### config.mk
export PLATFORM = sky130hd
export DESIGN_NAME = lcd_tile_writer
export DESIGN_NICKNAME = d
export VERILOG_FILES = /design/src/rtl/lcd_pkg.sv /design/src/rtl/lcd_tile_writer.sv
export SDC_FILE = /design/constraint.sdc
export NUM_CORES = 1
export LEC_CHECK = 0
export CORE_ASPECT_RATIO = 0.6
export CORE_MARGIN = 2
export CORE_UTILIZATION = 25
export DETAILED_ROUTE_END_ITERATION = 10
export GPL_ROUTABILITY_DRIVEN = 0
export PLACE_DENSITY = 0.48
export SLEW_MARGIN = 20
export SYNTH_ARGS = -nofsm -noshare
export SYNTH_HDL_FRONTEND = slang
export SYNTH_SLANG_ARGS = --single-unit
### constraint.sdc
create_clock -name clk -period 3.2 [get_ports clk]
set_input_delay 0.64 -clock clk [delete_from_list [all_inputs] [get_ports clk]]
set_output_delay 0.64 -clock clk [all_outputs]
set_load 0.02 [all_outputs]
### src/rtl/lcd_pkg.sv
// Shared definitions for the LCD tile drawing path.
//   CMD_*      : ILI9341-style command bytes used by the tile writer
//   state_e    : tile writer FSM states
//   LCD_*_DEF  : default panel geometry (portrait 240x320)
package lcd_pkg;

  localparam logic [7:0] CMD_CASET = 8'h2A;
  localparam logic [7:0] CMD_PASET = 8'h2B;
  localparam logic [7:0] CMD_RAMWR = 8'h2C;

  localparam int LCD_W_DEF = 240;
  localparam int LCD_H_DEF = 320;

  typedef enum logic [2:0] {
    IDLE,
    CASET,
    PASET,
    RAMWR,
    PIXEL
  } state_e;

endpackage

### src/rtl/lcd_tile_writer.sv
// Draws one solid-colour tile: emits CASET(xs,xe), PASET(ys,ye), RAMWR and
// then npix RGB565 pixels (high byte first) as a valid/ready byte stream.
// Ports:
//   clk, rstn             : clock, asynchronous active-low reset
//   start                 : draw request, honoured only while busy=0
//   col_start, row_start  : tile origin, latched on accepted start
//   color                 : RGB565 fill colour, latched on accepted start
//   busy                  : tile in progress
//   done                  : one-cycle pulse after the last byte is accepted
//   out_valid/out_ready   : byte handshake toward the LCD bus interface
//   out_data, out_dc      : byte and data/command flag (0 = command)
module lcd_tile_writer
  import lcd_pkg::*;
#(
  parameter int TILE_W = 20,
  parameter int TILE_H = 20,
  parameter int LCD_W  = LCD_W_DEF,
  parameter int LCD_H  = LCD_H_DEF
) (
  input  logic        clk,
  input  logic        rstn,
  input  logic        start,
  input  logic [15:0] col_start,
  input  logic [15:0] row_start,
  input  logic [15:0] color,
  output logic        busy,
  output logic        done,
  output logic        out_valid,
  input  logic        out_ready,
  output logic [7:0]  out_data,
  output logic        out_dc
);

  localparam int NBYTES = 2 * TILE_W * TILE_H;
  localparam int CNT_W  = ($clog2(NBYTES) < 10) ? 10 : $clog2(NBYTES);

  state_e             state_q, state_d;
  logic [CNT_W-1:0]   cnt_q, cnt_d;
  logic [CNT_W-1:0]   last_q, last_d;     // index of the final pixel byte
  logic [15:0]        xs_q, xs_d, xe_q, xe_d;
  logic [15:0]        ys_q, ys_d, ye_q, ye_d;
  logic [15:0]        color_q, color_d;
  logic               busy_q, busy_d;
  logic               done_q, done_d;
  logic               out_valid_q, out_valid_d;
  logic [7:0]         out_data_q, out_data_d;
  logic               out_dc_q, out_dc_d;

  // Window end and pixel count from the live inputs; 17-bit so sums never wrap.
  logic [16:0] xs_ext, ys_ext, xe_sum, ye_sum, xe_clip, ye_clip, w_ext, h_ext;
  logic [33:0] npix;
  logic        off_panel;
  logic        accept;

  assign xs_ext    = {1'b0, col_start};
  assign ys_ext    = {1'b0, row_start};
  assign xe_sum    = xs_ext + 17'(TILE_W - 1);
  assign ye_sum    = ys_ext + 17'(TILE_H - 1);
  assign xe_clip   = (xe_sum > 17'(LCD_W - 1)) ? 17'(LCD_W - 1) : xe_sum;
  assign ye_clip   = (ye_sum > 17'(LCD_H - 1)) ? 17'(LCD_H - 1) : ye_sum;
  assign w_ext     = xe_clip - xs_ext + 17'd1;
  assign h_ext     = ye_clip - ys_ext + 17'd1;
  assign npix      = 34'(w_ext) * 34'(h_ext);
  assign off_panel = (xs_ext >= 17'(LCD_W)) || (ys_ext >= 17'(LCD_H));
  assign accept    = out_valid_q && out_ready;

  always_comb begin
    state_d = state_q;
    cnt_d   = cnt_q;
    last_d  = last_q;
    xs_d    = xs_q;
    xe_d    = xe_q;
    ys_d    = ys_q;
    ye_d    = ye_q;
    color_d = color_q;
    done_d  = 1'b0;

    case (state_q)
      IDLE: begin
        if (start) begin
          xs_d    = col_start;
          ys_d    = row_start;
          color_d = color;
          xe_d    = 16'(xe_clip);
          ye_d    = 16'(ye_clip);
          last_d  = CNT_W'((npix << 1) - 34'd1);
          cnt_d   = '0;
          // An origin off the panel completes immediately with nothing emitted.
          if (off_panel) done_d = 1'b1;
          else           state_d = CASET;
        end
      end
      CASET: if (accept) begin
        if (cnt_q == CNT_W'(4)) begin
          state_d = PASET;
          cnt_d   = '0;
        end else begin
          cnt_d = cnt_q + 1'b1;
        end
      end
      PASET: if (accept) begin
        if (cnt_q == CNT_W'(4)) begin
          state_d = RAMWR;
          cnt_d   = '0;
        end else begin
          cnt_d = cnt_q + 1'b1;
        end
      end
      RAMWR: if (accept) begin
        state_d = PIXEL;
        cnt_d   = '0;
      end
      PIXEL: if (accept) begin
        if (cnt_q == last_q) begin
          state_d = IDLE;
          cnt_d   = '0;
          done_d  = 1'b1;
        end else begin
          cnt_d = cnt_q + 1'b1;
        end
      end
      default: begin
        state_d = IDLE;
        cnt_d   = '0;
      end
    endcase

    // The output register always holds the byte selected by the next
    // (state, index); without acceptance both are unchanged, so the byte
    // is held stable across stalls.
    busy_d      = (state_d != IDLE);
    out_valid_d = (state_d != IDLE);
    out_dc_d    = 1'b1;
    out_data_d  = 8'h00;
    case (state_d)
      CASET: begin
        case (cnt_d[2:0])
          3'd0:    begin out_dc_d = 1'b0; out_data_d = CMD_CASET; end
          3'd1:    out_data_d = xs_d[15:8];
          3'd2:    out_data_d = xs_d[7:0];
          3'd3:    out_data_d = xe_d[15:8];
          default: out_data_d = xe_d[7:0];
        endcase
      end
      PASET: begin
        case (cnt_d[2:0])
          3'd0:    begin out_dc_d = 1'b0; out_data_d = CMD_PASET; end
          3'd1:    out_data_d = ys_d[15:8];
          3'd2:    out_data_d = ys_d[7:0];
          3'd3:    out_data_d = ye_d[15:8];
          default: out_data_d = ye_d[7:0];
        endcase
      end
      RAMWR: begin
        out_dc_d   = 1'b0;
        out_data_d = CMD_RAMWR;
      end
      PIXEL:   out_data_d = cnt_d[0] ? color_d[7:0] : color_d[15:8];
      default: out_dc_d = 1'b0;
    endcase
  end

  always_ff @(posedge clk or negedge rstn) begin
    if (!rstn) begin
      state_q     <= IDLE;
      cnt_q       <= '0;
      last_q      <= '0;
      xs_q        <= '0;
      xe_q        <= '0;
      ys_q        <= '0;
      ye_q        <= '0;
      color_q     <= '0;
      busy_q      <= 1'b0;
      done_q      <= 1'b0;
      out_valid_q <= 1'b0;
      out_data_q  <= 8'h00;
      out_dc_q    <= 1'b0;
    end else begin
      state_q     <= state_d;
      cnt_q       <= cnt_d;
      last_q      <= last_d;
      xs_q        <= xs_d;
      xe_q        <= xe_d;
      ys_q        <= ys_d;
      ye_q        <= ye_d;
      color_q     <= color_d;
      busy_q      <= busy_d;
      done_q      <= done_d;
      out_valid_q <= out_valid_d;
      out_data_q  <= out_data_d;
      out_dc_q    <= out_dc_d;
    end
  end

  assign busy      = busy_q;
  assign done      = done_q;
  assign out_valid = out_valid_q;
  assign out_data  = out_data_q;
  assign out_dc    = out_dc_q;

endmodule

==> out/qor.txt, run 1 <==
result of the run: finished, violations left
failing checks: setup timing
via count of the first global-routing pass: 7968
Post-Synthesis Mean Instance Area: 8.513 sq um
simple logic cell fraction of the synthesized area: 23.32%
shortest period the worst path allows: 7.175 ns
required time at the worst-slack endpoint: 3.51 ns
top fanout value on the critical path: 3
Final Net Count: 1393
fraction of registers with async set/reset: 100.0%
area growth from synthesis to final layout: 50.12%
global-route wire length before repair: 45040 um
endpoint arrival time on the critical path: 7.49 ns
GRT Resource Usage Total: 16.41%
kind of start point of the critical path: input port
leading register cell type out of synthesis: dfrtp_1
number of flops mapped to enable cells by yosys: 0
clock tree from TritonCTS: done
post-route ant nets: 0
RSZ-0062 raised after global routing: true
maximum count of clock buffers along a single path: 2
crit-path max cell delay: 0.54 ns
setup violators final: 8
DR pass1 iterations: 6
post-synthesis xor/xnor area fraction: 6.278%
relative slew slack: 64.75%
syn_nets: 1116
buffers plus inverters on the worst setup path: 7
clock slew seen by the registers of the worst setup and hold paths: 0.06 ns
final hold violation count: 0
sequential-to-total area share from yosys stat: 33.68%
static power due to leakage: 5.833 nW
Total Wirelength: 28350 um
Worst Hold Slack: 0.1024 ns
number of antenna violations at the first check in global routing: 1
worst-margin pin slew: 0.5288 ns
sequential cell area: 0.002853 sq mm
worst vdd ir: 506.6 uV
H-tree levels: 4
main combinational cell family by area after synthesis: simple AND/OR/NAND/NOR gates
library cells used by synthesis: 79
clock tree sinks: 114
Clk Tree Root Cell: clkbuf_16
final core occ: 37.95%
area of the multi-input gates: 0.005767 sq mm
fraction of the mapped netlist area in compound gates: 16.20%
wire length per cell after detailed routing: 16.26 um
number of max-slew violations in the final report: 0
share of the clock period used by the worst path after layout: 224.2%
area inside the core boundary: 0.03351 sq mm
starting utilization of the core area: 25.28%
overall via count from detail_route: 8002
post-synthesis instance area: 0.008471 sq mm
CP max-delay cell: fa_2
drt via density: 4.588
Synth Area in Adders: 11.96%
count of input and output buffers: 63
worst hold-check path type: input port to asynchronous set/reset pin
top cells by area in the synthesized netlist: dfrtp_1 34%, nand2_1 8.9%, ha_1 7.2%
grt ovf: 0
vertical die dimension: 146.6 um
placement row count: 52
Max Clock Skew: 0.007433 ns
later-pin clock latency in the skew report: 0.43 ns
pin count of the biggest net entering global routing: 61
number of storage elements in the synthesis netlist: 114
YS warnings: 0
HPWL after detailed placement: 22550 um
fraction of post-synthesis cell area in the top cell type by area: 33.68%
x dimension of the die: 241.6 um
Fill cells: 3431
hold buffers post-CTS: 0
gate count after technology mapping: 995
Setup crit end kind: flip-flop
minimum setup slack after placement: -5.217 ns
number of diodes: 0
largest area contributor in the netlist: dfrtp_1
worst setup margin: -3.975 ns
Iteration-0 DRC Markers: 532
start-to-end type of the worst setup path: input port to flip-flop
number of violations of the max-capacitance limit: 0
critical path's most frequent cell: ha_4
share of layout cells above drive strength 1: 31.83%
area of the die: 0.03542 sq mm
Num CTS Buffers: 17
power density of the placed cells: 774.8 mW/mm^2
dominant delay contributor by cell family on the critical path: adder cells
residual DRC count: 0
top-level I/O count: 64
highest clock rate: 0.1394 GHz
proportion of synthesized area in mux cells: 2.851%
[where the power goes]
part	switching, mW	internal [mW]	total, mW
registers	0.190	1.88	2.07
logic	2.90	2.82	5.72
clock network	0.736	1.33	2.07
[routing by layer]
| layer | global-route usage (%) | vias up | share of wire (%) |
|---|---|---|---|
| li1 | - | 3981 | - |
| met1 | 25.03 | 3850 | 53 |
| met2 | 23.05 | 149 | 41 |
| met3 | 3.860 | 22 | 4.8 |
| met4 | 3.696 | 0 | 1.3 |
| met5 | 0 | - | 0 |
[placed cells by master (no fill, tap or decap), drive strengths merged, types with 5 or more instances in the layout]
cell / n
mux2: 9
nand4: 8
nor2b: 7
a31oi: 20
dlygate4sd2: 21
nand3: 26
nand3b: 5
o21ai: 58
dfrtp: 114
and2: 32
o31ai: 6
or3: 5
o21a: 10
clkdlybuf4s50: 38
a21oi: 26
clkinvlp: 6
mux2i: 14
ha: 49
inv: 69
xor2: 18
and3: 12
o211ai: 14
nand2b: 17
o211a: 5
a21o: 9
o2bb2ai: 6
clkbuf: 18
a211oi: 7
fa: 20
nand2: 202
buf: 247
nor4: 6
nor3: 18
xnor2: 35
nor2: 54
[final timing paths]
kind	startpoint	end	slack (ns)	cells after the start
worst min register to register	color_q[15]	color_q[15]	0.47	2
worst max-delay path	col_start[1]	last_q[9]	-3.97	34
min in group clk	color_q[15]	color_q[15]	0.47	2
worst min-delay path	rstn	done	0.10	1
max in group asynchronous	rstn	ys_q[2]	2.29	2
worst max register to register	cnt_q[1]	out_data[7]	0.22	15
[Yosys cell counts, types with 18 or more instances]
cell,instances
a21oi_1,26
inv_1,68
ha_1,49
o21ai_0,54
dfrtp_1,114
and2_1,31
nor2_1,54
xnor2_1,35
fa_1,20
nand3_1,26
a31oi_1,19
nand2_1,201
xor2_1,18
clkbuf_1,35
[per-stage QoR]
stage	std cells	setup TNS [ns]	power (mW)	area, sq um
3_3_place_gp	1683	-34.60	7.148	11350
4_1_cts	1738	-19.88	9.648	12500
5_1_grt	1744	-21.22	10.61	12720
6_report	1744	-19.82	9.853	12720
3_5_place_dp	1683	-35.33	7.175	11350
2_1_floorplan	995	-22.87	5.141	8697
[layout make-up]
| type | count | share of cell area, % |
|---|---|---|
| multi-input cells | 763 | 45.35 |
| repair buffers | 307 | 20.54 |
| clock inverters | 14 | 1.594 |
| flip-flops and latches | 114 | 22.43 |
| inverters | 69 | 2.116 |
| well taps | 459 | 4.516 |
| clock buffers | 18 | 3.454 |
[cell families (layout without fill, tap and decap cells)]
| logic type | after synthesis | count (layout) |
|---|---|---|
| buf+inv | 118 | 408 |
| flops | 114 | 114 |
| simple gates | 416 | 416 |
| mux | 23 | 23 |
| compound gates | 199 | 199 |
| fa+ha+maj | 69 | 69 |
| xor+xnor | 56 | 56 |
[timing repair]
action	CTS	global route
resized for setup	124	37
buffers inserted	24	6
endpoints found under the setup margin	13	12
pin swaps	52	26
[state kept, by name, indices dropped and copies added, names as in the netlist, 3 cells and up]
signal / count
out_data: 8
cnt_q: 10
last_q: 10
ys_q: 16
xs_q: 16
state_q: 3
ye_q: 16
xe_q: 16
color_q: 16
(Power assumes the default switching activity.)
==> run 2: changes to the inputs <==
--- a/config.mk
+++ b/config.mk
@@ -11,6 +11,7 @@
 export DETAILED_ROUTE_END_ITERATION = 10
 export GPL_ROUTABILITY_DRIVEN = 0
 export PLACE_DENSITY = 0.48
+export REMOVE_ABC_BUFFERS = 1
 export SLEW_MARGIN = 20
 export SYNTH_ARGS = -nofsm -noshare
 export SYNTH_HDL_FRONTEND = slang
==> run 2 against run 1 <==
- flip-flop and latch count stayed put
- clock skew increased by 0.0035 ns
- utilization is 0.18 points lower
- worst hold slack better by 0.16 ns
- highest routed layer unchanged
- critical endpoint unchanged
- largest power group unchanged
- the flow still finishes with violations (setup timing)
- die area unchanged
- non-clock buffer count grew 13
- clock power hardly changed
==> out/qor.txt, run 2 (same netlist as run 1, synthesis figures left out) <==
maximum count of clock buffers along a single path: 2 (unchanged)
number of max-slew violations in the final report: 0 (unchanged)
Post-Place Cell Area: 0.01109 sq mm (-2.3%)
final hold violation count: 0 (unchanged)
commonest non-fill, non-tap cell in the layout: buf_4
DR pass1 iterations: 7 (+1)
worst setup margin: -4.207 ns (-0.2328 ns)
later-pin clock latency in the skew report: 0.43 ns (about the same)
CP max-delay cell: fa_2
Clk Tree Root Cell: clkbuf_16
H-tree levels: 4 (unchanged)
worst setup path startpoint: col_start[0]
drt via density: 4.661 (+1.6%)
x dimension of the die: 241.6 um (unchanged)
uppermost layer routed: met4
GRT Resource Usage Total: 16.79% (+0.37 points)
number of antenna violations at the first check in global routing: 0 (-1)
routed wire length on met2: 11610 um (+0.49%)
share of the clock period used by the worst path after layout: 231.5% (+7.3 points)
failing checks: setup timing
worst reg2reg endpoint: out_data[1]
placed insts: 1681 (-0.12%)
Setup crit end kind: flip-flop
clock slew seen by the registers of the worst setup and hold paths: 0.06 ns (about the same)
vertical die dimension: 146.6 um (unchanged)
top fanout value on the critical path: 6 (+3)
critical path's most frequent cell: ha_4
highest clock rate: 0.1350 GHz (-3.1%)
Max Clock Skew: 0.01095 ns (+0.003513 ns)
final standard cell count with taps included and fillers excluded: 1757 (+0.75%)
setup TNS after final layout: -21.24 ns (-1.413 ns)
minimum setup slack after placement: -5.676 ns (-0.4594 ns)
r2r setup slk: 0.13 ns (-0.09 ns)
number of violations of the max-capacitance limit: 0 (unchanged)
crit-path max cell delay: 0.56 ns (+0.02 ns)
post-route ant nets: 0 (unchanged)
Iteration-0 DRC Markers: 647 (+22%)
RSZ-0062 raised after global routing: true
HPWL after detailed placement: 22390 um (-0.70%)
number of diodes: 0 (unchanged)
setup violators final: 8 (unchanged)
overall via count from detail_route: 8190 (+2.3%)
sequential power share: 20.7% (-0.3 points)
area inside the core boundary: 0.03351 sq mm (unchanged)
via count of the first global-routing pass: 8127 (+2.0%)
grt ovf: 0 (unchanged)
count of input and output buffers: 63 (unchanged)
relative contribution of the clock network to total power: 20.7% (-0.3 points)
top-level I/O count: 64 (unchanged)
residual DRC count: 0 (unchanged)
area of the die: 0.03542 sq mm (unchanged)
Worst Reg2Reg Path Length in Cells: 11 (-4)
Total Wirelength: 29170 um (+2.9%)
Non-Filler Cell Area, Final: 0.01266 sq mm (-0.46%)
worst hold-check path type: input port to asynchronous set/reset pin
clock tree from TritonCTS: done
Num CTS Buffers: 17 (unchanged)
top library cells by usage in the layout, fill and taps aside: 239 x buf_4, 196 x nand2_1, 112 x dfrtp_1
P_int: 6.031 mW (about the same)
global-route wire length before repair: 46270 um (+2.7%)
worst vdd ir: 413.9 uV (-18%)
result of the run: finished, violations left
endpoint arrival time on the critical path: 7.70 ns (+0.21 ns)
placement row count: 52 (unchanged)
shortest period the worst path allows: 7.407 ns (+0.2328 ns)
net switching power figure: 3.909 mW (+2.2%)
wl on met1: 15750 um (+4.6%)
worst-margin pin slew: 0.7162 ns (+0.1874 ns)
relative slew slack: 52.26% (-12 points)
startpoint of the lowest-slack register-to-register path: state_q[0]
start-to-end type of the worst setup path: input port to flip-flop
static power due to leakage: 5.856 nW (+0.40%)
required time at the worst-slack endpoint: 3.50 ns (about the same)
Final Net Count: 1406 (+0.93%)
power density of the placed cells: 785.3 mW/mm^2 (+1.4%)
kind of start point of the critical path: input port
wire length per cell after detailed routing: 16.60 um (+2.1%)
area growth from synthesis to final layout: 49.42%
share of layout cells above drive strength 1: 30.97% (-0.86 points)
Net Sw Frac: 39.33% (+0.52 points)
Comb power frac: 58.6% (+0.6 points)
clock tree sinks: 114 (unchanged)
starting utilization of the core area: 25.28% (unchanged)
met3 wire length: 1572 um (+15%)
pin count of the biggest net entering global routing: 51 (-16%)
==> run 2: changes by cell type in the layout (fill, tap and decap cells not counted), moves of 4 or more <==
cell and change:
o21ai_1 -4, o21ai_0 +7, inv_1 +6, inv_2 -6, clkdlybuf4s50_1 +4, clkinvlp_4 -4, buf_4 +20, buf_12 -5
==> run 2: cell type report <==
class	instances	area [sq um]
fillers	3432	20850
multi-input cells	763	5688
flip-flops and latches	114	2855
repair buffers	320	2633
well taps	459	574.3
clock buffers	18	429.2
inverters	69	275.3
clock inverters	14	202.7
==> run 2: metrics by stage <==
stage / hold WS [ns] / utilization, % / total power, mW
after detailed placement: 0.4558 / 33.11 / 7.066
after CTS: 0.2704 / 37.15 / 9.495
final: 0.2667 / 37.77 / 9.940
after global placement: 0.4508 / 33.11 / 7.043
after floorplan: 0.3444 / - / 5.034
after global routing: 0.3008 / 37.77 / 10.63
==> run 2: worst max-delay path by stage <==
stage,end,slack (ns),cells after the start
finish,last_q[9],-4.21,37
global route,last_q[9],-4.53,37
CTS,last_q[9],-4.15,37
detailed placement,last_q[9],-5.68,35
global placement,last_q[9],-5.46,35
floorplan,last_q[9],-5.17,34
==> run 2: repair_timing <==
action	CTS	global route
buffers inserted	51	14
pin swaps	67	14
resized for setup	132	38
hold buffers	0	0
endpoints found under the setup margin	15	12
==> run 2: power by group through the flow <==
| stage | registers, mW | clock network [mW] | logic, mW |
|---|---|---|---|
| 6_report | 2.06 | 2.06 | 5.82 |
| 5_1_grt | 2.11 | 2.17 | 6.36 |
| 4_1_cts | 2.06 | 2.10 | 5.34 |
| 3_5_place_dp | 2.08 | 0 | 4.99 |
| 3_3_place_gp | 2.08 | 0 | 4.96 |
| 2_1_floorplan | 2.13 | 0 | 2.90 |
==> run 2: worst max-delay path, delay by kind of cell <==
kind                     cells  cell delay, ns
AO/OA/AOI/OAI                5            0.75
buffers and inverters       10            0.71
AND/OR/NAND/NOR              8            1.20
XOR/XNOR                     4            0.93
adder cells (fa/ha/maj)      9            3.14
multiplexers                 1            0.34
==> run 2: routing by layer <==
| layer | GRT usage (%) | vias to the layer above |
|---|---|---|
| met2 | 22.80 | 192 |
| met5 | 0 | - |
| met1 | 26.42 | 3973 |
| li1 | - | 4008 |
| met3 | 3.952 | 17 |
| met4 | 3.106 | 0 |
